<file path="config.mk">
export PLATFORM = sky130hd
export DESIGN_NAME = led_matrix_scanner
export DESIGN_NICKNAME = d
export VERILOG_FILES = /design/src/rtl/led_matrix_scanner.sv
export SDC_FILE = /design/constraint.sdc
export NUM_CORES = 1
export LEC_CHECK = 0
export CELL_PAD_IN_SITES_DETAIL_PLACEMENT = 1
export CELL_PAD_IN_SITES_GLOBAL_PLACEMENT = 1
export CORE_AREA = 2 2 202 204
export CTS_CLUSTER_SIZE = 10
export DETAILED_ROUTE_END_ITERATION = 16
export DIE_AREA = 0 0 204 206
export PLACE_DENSITY = 0.62
export SLEW_MARGIN = 0
export SYNTH_ARGS = -nofsm -noshare
export SYNTH_HDL_FRONTEND = slang
export SYNTH_SLANG_ARGS = --single-unit
export TNS_END_PERCENT = 100
</file>
<file path="constraint.sdc">
create_clock -name clk -period 6.7 [get_ports clk]
set_input_delay 1.005 -clock clk [delete_from_list [all_inputs] [get_ports clk]]
set_output_delay 1.005 -clock clk [all_outputs]
set_load 0.005 [all_outputs]
</file>
<file path="src/rtl/led_matrix_scanner.sv">
// Row-scanned driver for a 16x16 red/green LED matrix fed through a 32-bit column shift chain.
// Optional macro FRAME_SNAPSHOT_EN serves each frame from a buffer copied at row 0 (tear-free).
module led_matrix_scanner #(
  parameter int unsigned DWELL = 1000
) (
  input  logic              clk,
  input  logic              RST,
  input  logic              enable,
  input  logic [15:0][15:0] RedPixels,
  input  logic [15:0][15:0] GrnPixels,
  output logic              sdata,
  output logic              sclk,
  output logic              slatch,
  output logic [3:0]        row_sel,
  output logic              row_en,
  output logic              frame_done
);
  localparam int unsigned ROW_W   = 4;
  localparam int unsigned BIT_W   = 6;
  localparam int unsigned DWELL_W = 16;
  localparam int unsigned WORD_W  = 32;
  localparam logic [DWELL_W-1:0] DWELL_LAST = DWELL_W'(DWELL - 1);
  localparam logic [BIT_W-1:0]   BIT_LAST   = BIT_W'(63);
  localparam logic [ROW_W-1:0]   ROW_LAST   = ROW_W'(15);

  typedef enum logic [2:0] {IDLE, LOAD, SHIFT, LATCH, DISPLAY} state_t;

  state_t              state, nxt_state;
  logic [ROW_W-1:0]    row_cnt, nxt_row_cnt;
  logic [BIT_W-1:0]    bit_cnt, nxt_bit_cnt;
  logic [DWELL_W-1:0]  dwell_cnt, nxt_dwell_cnt;
  logic [WORD_W-1:0]   shreg, nxt_shreg;
  logic [WORD_W-1:0]   row_word;
  logic                nxt_sdata, nxt_sclk, nxt_slatch, nxt_row_en, nxt_frame_done;
  logic [ROW_W-1:0]    nxt_row_sel;

`ifdef FRAME_SNAPSHOT_EN
  logic [15:0][15:0] red_buf, grn_buf;

  // Copy the whole frame when row 0 loads; row 0 itself is taken from the live inputs.
  always_ff @(posedge clk) begin
    if (state == LOAD && row_cnt == '0) begin
      red_buf <= RedPixels;
      grn_buf <= GrnPixels;
    end
  end

  assign row_word = (row_cnt == '0) ? {RedPixels[0], GrnPixels[0]}
                                    : {red_buf[row_cnt], grn_buf[row_cnt]};
`else
  assign row_word = {RedPixels[row_cnt], GrnPixels[row_cnt]};
`endif

  // State, counters and registered outputs.
  always_ff @(posedge clk) begin
    if (RST) begin
      state      <= IDLE;
      row_cnt    <= '0;
      bit_cnt    <= '0;
      dwell_cnt  <= '0;
      shreg      <= '0;
      sdata      <= 1'b0;
      sclk       <= 1'b0;
      slatch     <= 1'b0;
      row_sel    <= '0;
      row_en     <= 1'b0;
      frame_done <= 1'b0;
    end else begin
      state      <= nxt_state;
      row_cnt    <= nxt_row_cnt;
      bit_cnt    <= nxt_bit_cnt;
      dwell_cnt  <= nxt_dwell_cnt;
      shreg      <= nxt_shreg;
      sdata      <= nxt_sdata;
      sclk       <= nxt_sclk;
      slatch     <= nxt_slatch;
      row_sel    <= nxt_row_sel;
      row_en     <= nxt_row_en;
      frame_done <= nxt_frame_done;
    end
  end

  // Next state; outputs are decoded from the next state so they line up with it once registered.
  always_comb begin
    nxt_state     = state;
    nxt_row_cnt   = row_cnt;
    nxt_bit_cnt   = bit_cnt;
    nxt_dwell_cnt = dwell_cnt;
    nxt_shreg     = shreg;

    unique case (state)
      IDLE: begin
        if (enable) nxt_state = LOAD;
      end
      LOAD: begin
        nxt_shreg   = row_word;
        nxt_bit_cnt = '0;
        nxt_state   = SHIFT;
      end
      SHIFT: begin
        nxt_bit_cnt = bit_cnt + BIT_W'(1);
        // Advance to the next bit only after its sclk-high half.
        if (bit_cnt[0]) nxt_shreg = {shreg[WORD_W-2:0], 1'b0};
        if (bit_cnt == BIT_LAST) nxt_state = LATCH;
      end
      LATCH: begin
        nxt_dwell_cnt = '0;
        nxt_state     = DISPLAY;
      end
      DISPLAY: begin
        if (dwell_cnt == DWELL_LAST) begin
          nxt_dwell_cnt = '0;
          if (enable) begin
            nxt_row_cnt = row_cnt + ROW_W'(1);
            nxt_state   = LOAD;
          end else begin
            nxt_row_cnt = '0;
            nxt_state   = IDLE;
          end
        end else begin
          nxt_dwell_cnt = dwell_cnt + DWELL_W'(1);
        end
      end
      default: nxt_state = IDLE;
    endcase

    nxt_sdata      = (nxt_state == SHIFT) && nxt_shreg[WORD_W-1];
    nxt_sclk       = (nxt_state == SHIFT) && nxt_bit_cnt[0];
    nxt_slatch     = (nxt_state == LATCH);
    nxt_row_en     = (nxt_state == DISPLAY);
    nxt_frame_done = (nxt_state == DISPLAY) && (nxt_dwell_cnt == DWELL_LAST) &&
                     (row_cnt == ROW_LAST);
    nxt_row_sel    = row_sel;
    if (nxt_state == IDLE)       nxt_row_sel = '0;
    else if (nxt_state == LATCH) nxt_row_sel = row_cnt;
  end

endmodule
</file>
==> summary.md <==
| Metric | Value |
|---|---|
| Hold-fix buffers, CTS | 0 |
| Final hold viol count | 0 |
| Most common cell after layout, fill and taps aside | clkdlybuf4s50_1 |
| DR vias/cell | 4.69 |
| Via count | 7529 |
| Worst Setup Start Kind | register |
| Clk Latency, worst-skew pair | 340 ps |
| Syn Area/Cell | 12.0 µm² |
| # Max-Cap Violations | 0 |
| Io pins | 524 |
| Fin crit period | 3130 ps |
| Tot GR Track Use | 18.7% |
| Crit end category | register |
| Gr ovfl total | 0 |
| Final Util | 32.5% |
| DRC violations left | 0 |
| Slew at the pin closest to its max-slew limit | 948 ps |
| TritonRoute pass-1 iters | 7 |
| Share of layout cells above drive strength 1 | 18.8% |
| Routed Antenna Nets | 0 |
| Clk slew on worst S/H paths | 60 ps |
| DP HPWL | 34200 µm |
| Max clock buf depth | 2 |
| Setup TNS | 0 ps |
| Critical setup path kind | reg2reg |
| # rows | 74 |
| Initial antenna violation count | 13 |
| Yosys warnings | 0 |
| Worst vdd ir | 0.000111 V |
| CTS Sinks | 70 |
| Pwr Total | 1.38 mW |
| Die height | 206 µm |
| Largest net degree at the start of global routing | 72 |
| Root buf cell | clkbuf_16 |
| Period utilisation layout | 46.7% |
| Slew Limit Headroom | 36.8% |
| H-tree depth | 3 |
| Req. time, crit path | 6890 ps |
| Fillers | 4473 |
| Overall routed net length | 40300 µm |
| CTS tree | built |
| Setup Viol. Count Final | 0 |
| Synth Instances | 584 |
| Outcome | finished, final reports clean |
| Peak Freq | 320 MHz |
| RSZ-0062 raised after global routing | false |
| Min-Delay Path Class | reg2reg |
| Sequential-to-total area share from yosys stat | 20.0% |
| Distinct cells, synth | 59 |
| Predominant post-synthesis flop cell | dfxtp_1 |
| RePlAce Congestion | 0.889 |
| Most frequent cells in the layout | clkdlybuf4s50_1 (522), mux4_2 (160), dfxtp_1 (66) |
| Vias in the first global route | 8139 |
| Static leakage | 4.05 nW |
| Starting Density | 17.5% |
| Nets@finish | 1576 |
| Die width | 204 µm |
| Core Area | 40200 µm² |
| Initial DRC Count | 421 |
| Post-synthesis net count | 1102 |
| Cts repair resizes | 0 |
| Slew Viols, Final | 0 |
| Routed WL per cell | 25.1 µm |
| Port bufs | 523 |
| Post-synth EDFFs | 0 |
| #FFs+latches synth | 70 |
| Cell Area, Synth | 7020 µm² |
| Power Density | 106 nW/µm² |
| Die ar. | 42000 µm² |
| Arrival time worst endpoint | 3320 ps |
| Post-CTS Repair Setup Buffers | 0 |
| First-pass GRT wire length | 56100 µm |
| Critical Path Fanout Max | 41 |
| Number of CTS-inserted buffers | 9 |
| Layout Skew | 5.41 ps |
| Ys async rst share | 0% |
| P&R area growth vs syn | 85.9% |
## sequential cells by signal, summed over array words and instances (netlist names)
register    count
slatch          1
bit_cnt         6
sclk            1
shreg          32
sdata           1
row_sel         4
row_en          1
state           3
row_cnt         4
frame_done      1
dwell_cnt      16
## Yosys cell counts (9+ instances only)
cell | n | share of area [%]
a22oi_1 | 33 | 3.5
mux4_2 | 160 | 51
clkbuf_1 | 42 | 2.2
nand4_1 | 9 | 0.80
a21oi_1 | 48 | 3.4
dfxtp_1 | 70 | 20
buf_2 | 14 | 1.0
nor2_1 | 33 | 1.8
nand2_1 | 55 | 2.9
nand3_1 | 9 | 0.64
## critical path, cell delays in order (launching register included)
cell and delay, ps:
dfxtp_4 850, buf_4 690, mux4_2 580, mux4_2 500, a21oi_1 240, nor2_1 60
## where the power goes
| group | switching (mW) | total, mW | internal [mW] |
|---|---|---|---|
| clock | 0.179 | 0.486 | 0.307 |
| sequential | 0.0107 | 0.439 | 0.428 |
| combinational | 0.118 | 0.458 | 0.340 |
## area by class of cell
type | count | area (µm²) | share of cell area, %
diodes | 9 | 22.5 | 0.173
well taps | 532 | 666 | 5.10
clock buffers | 12 | 256 | 1.96
repair buffers | 529 | 5300 | 40.6
flip-flops and latches | 70 | 1410 | 10.8
clock inverters | 4 | 45.0 | 0.345
inverters | 3 | 11.3 | 0.0863
multi-input cells | 445 | 5340 | 40.9
## worst paths after layout
| kind | from | cells after the start | endpoint | slack, ps |
|---|---|---|---|---|
| hold / removal | bit_cnt[3]$_SDFFE_PP0P_ | 1 | bit_cnt[3]$_SDFFE_PP0P_ | 490 |
| setup reg to reg | row_cnt[0]$_SDFFE_PP0P_ | 5 | shreg[31]$_SDFF_PP0_ | 3570 |
| setup / recovery | row_cnt[0]$_SDFFE_PP0P_ | 5 | shreg[31]$_SDFF_PP0_ | 3570 |
| hold reg to reg | bit_cnt[3]$_SDFFE_PP0P_ | 1 | bit_cnt[3]$_SDFFE_PP0P_ | 490 |
## layer usage
| layer | wire [µm] | up-vias | global-route usage, % |
|---|---|---|---|
| li1 | - | 3406 | - |
| met1 | 16500 | 3798 | 23.7 |
| met2 | 20500 | 283 | 31.1 |
| met3 | 2680 | 36 | 5.36 |
| met4 | 649 | 6 | 4.74 |
| met5 | 40 | - | 0 |
## metrics by stage
stage	cell area [µm²]	instances	setup slack, ps	hold slack (ps)
final	13100	1604	3570	493
after global routing	13000	1601	3310	541
after CTS	13000	1595	3460	496
after detailed placement	12700	1579	3470	484
after global placement	12700	1579	3540	480
after floorplan	7020	584	4350	451
## logic make-up (layout without fill, tap and decap cells)
logic type,Yosys count,count (layout),synth area share (%)
multiplexers,167,167,52.3
adder cells (fa/ha/maj),3,3,0.535
AO/OA/AOI/OAI,112,112,10.6
XOR/XNOR,11,11,1.37
AND/OR/NAND/NOR,152,152,11.0
buffers and inverters,69,548,4.20
other,0,9,0
flip-flops,70,70,20.0
Power figures use the tool's default switching activity.
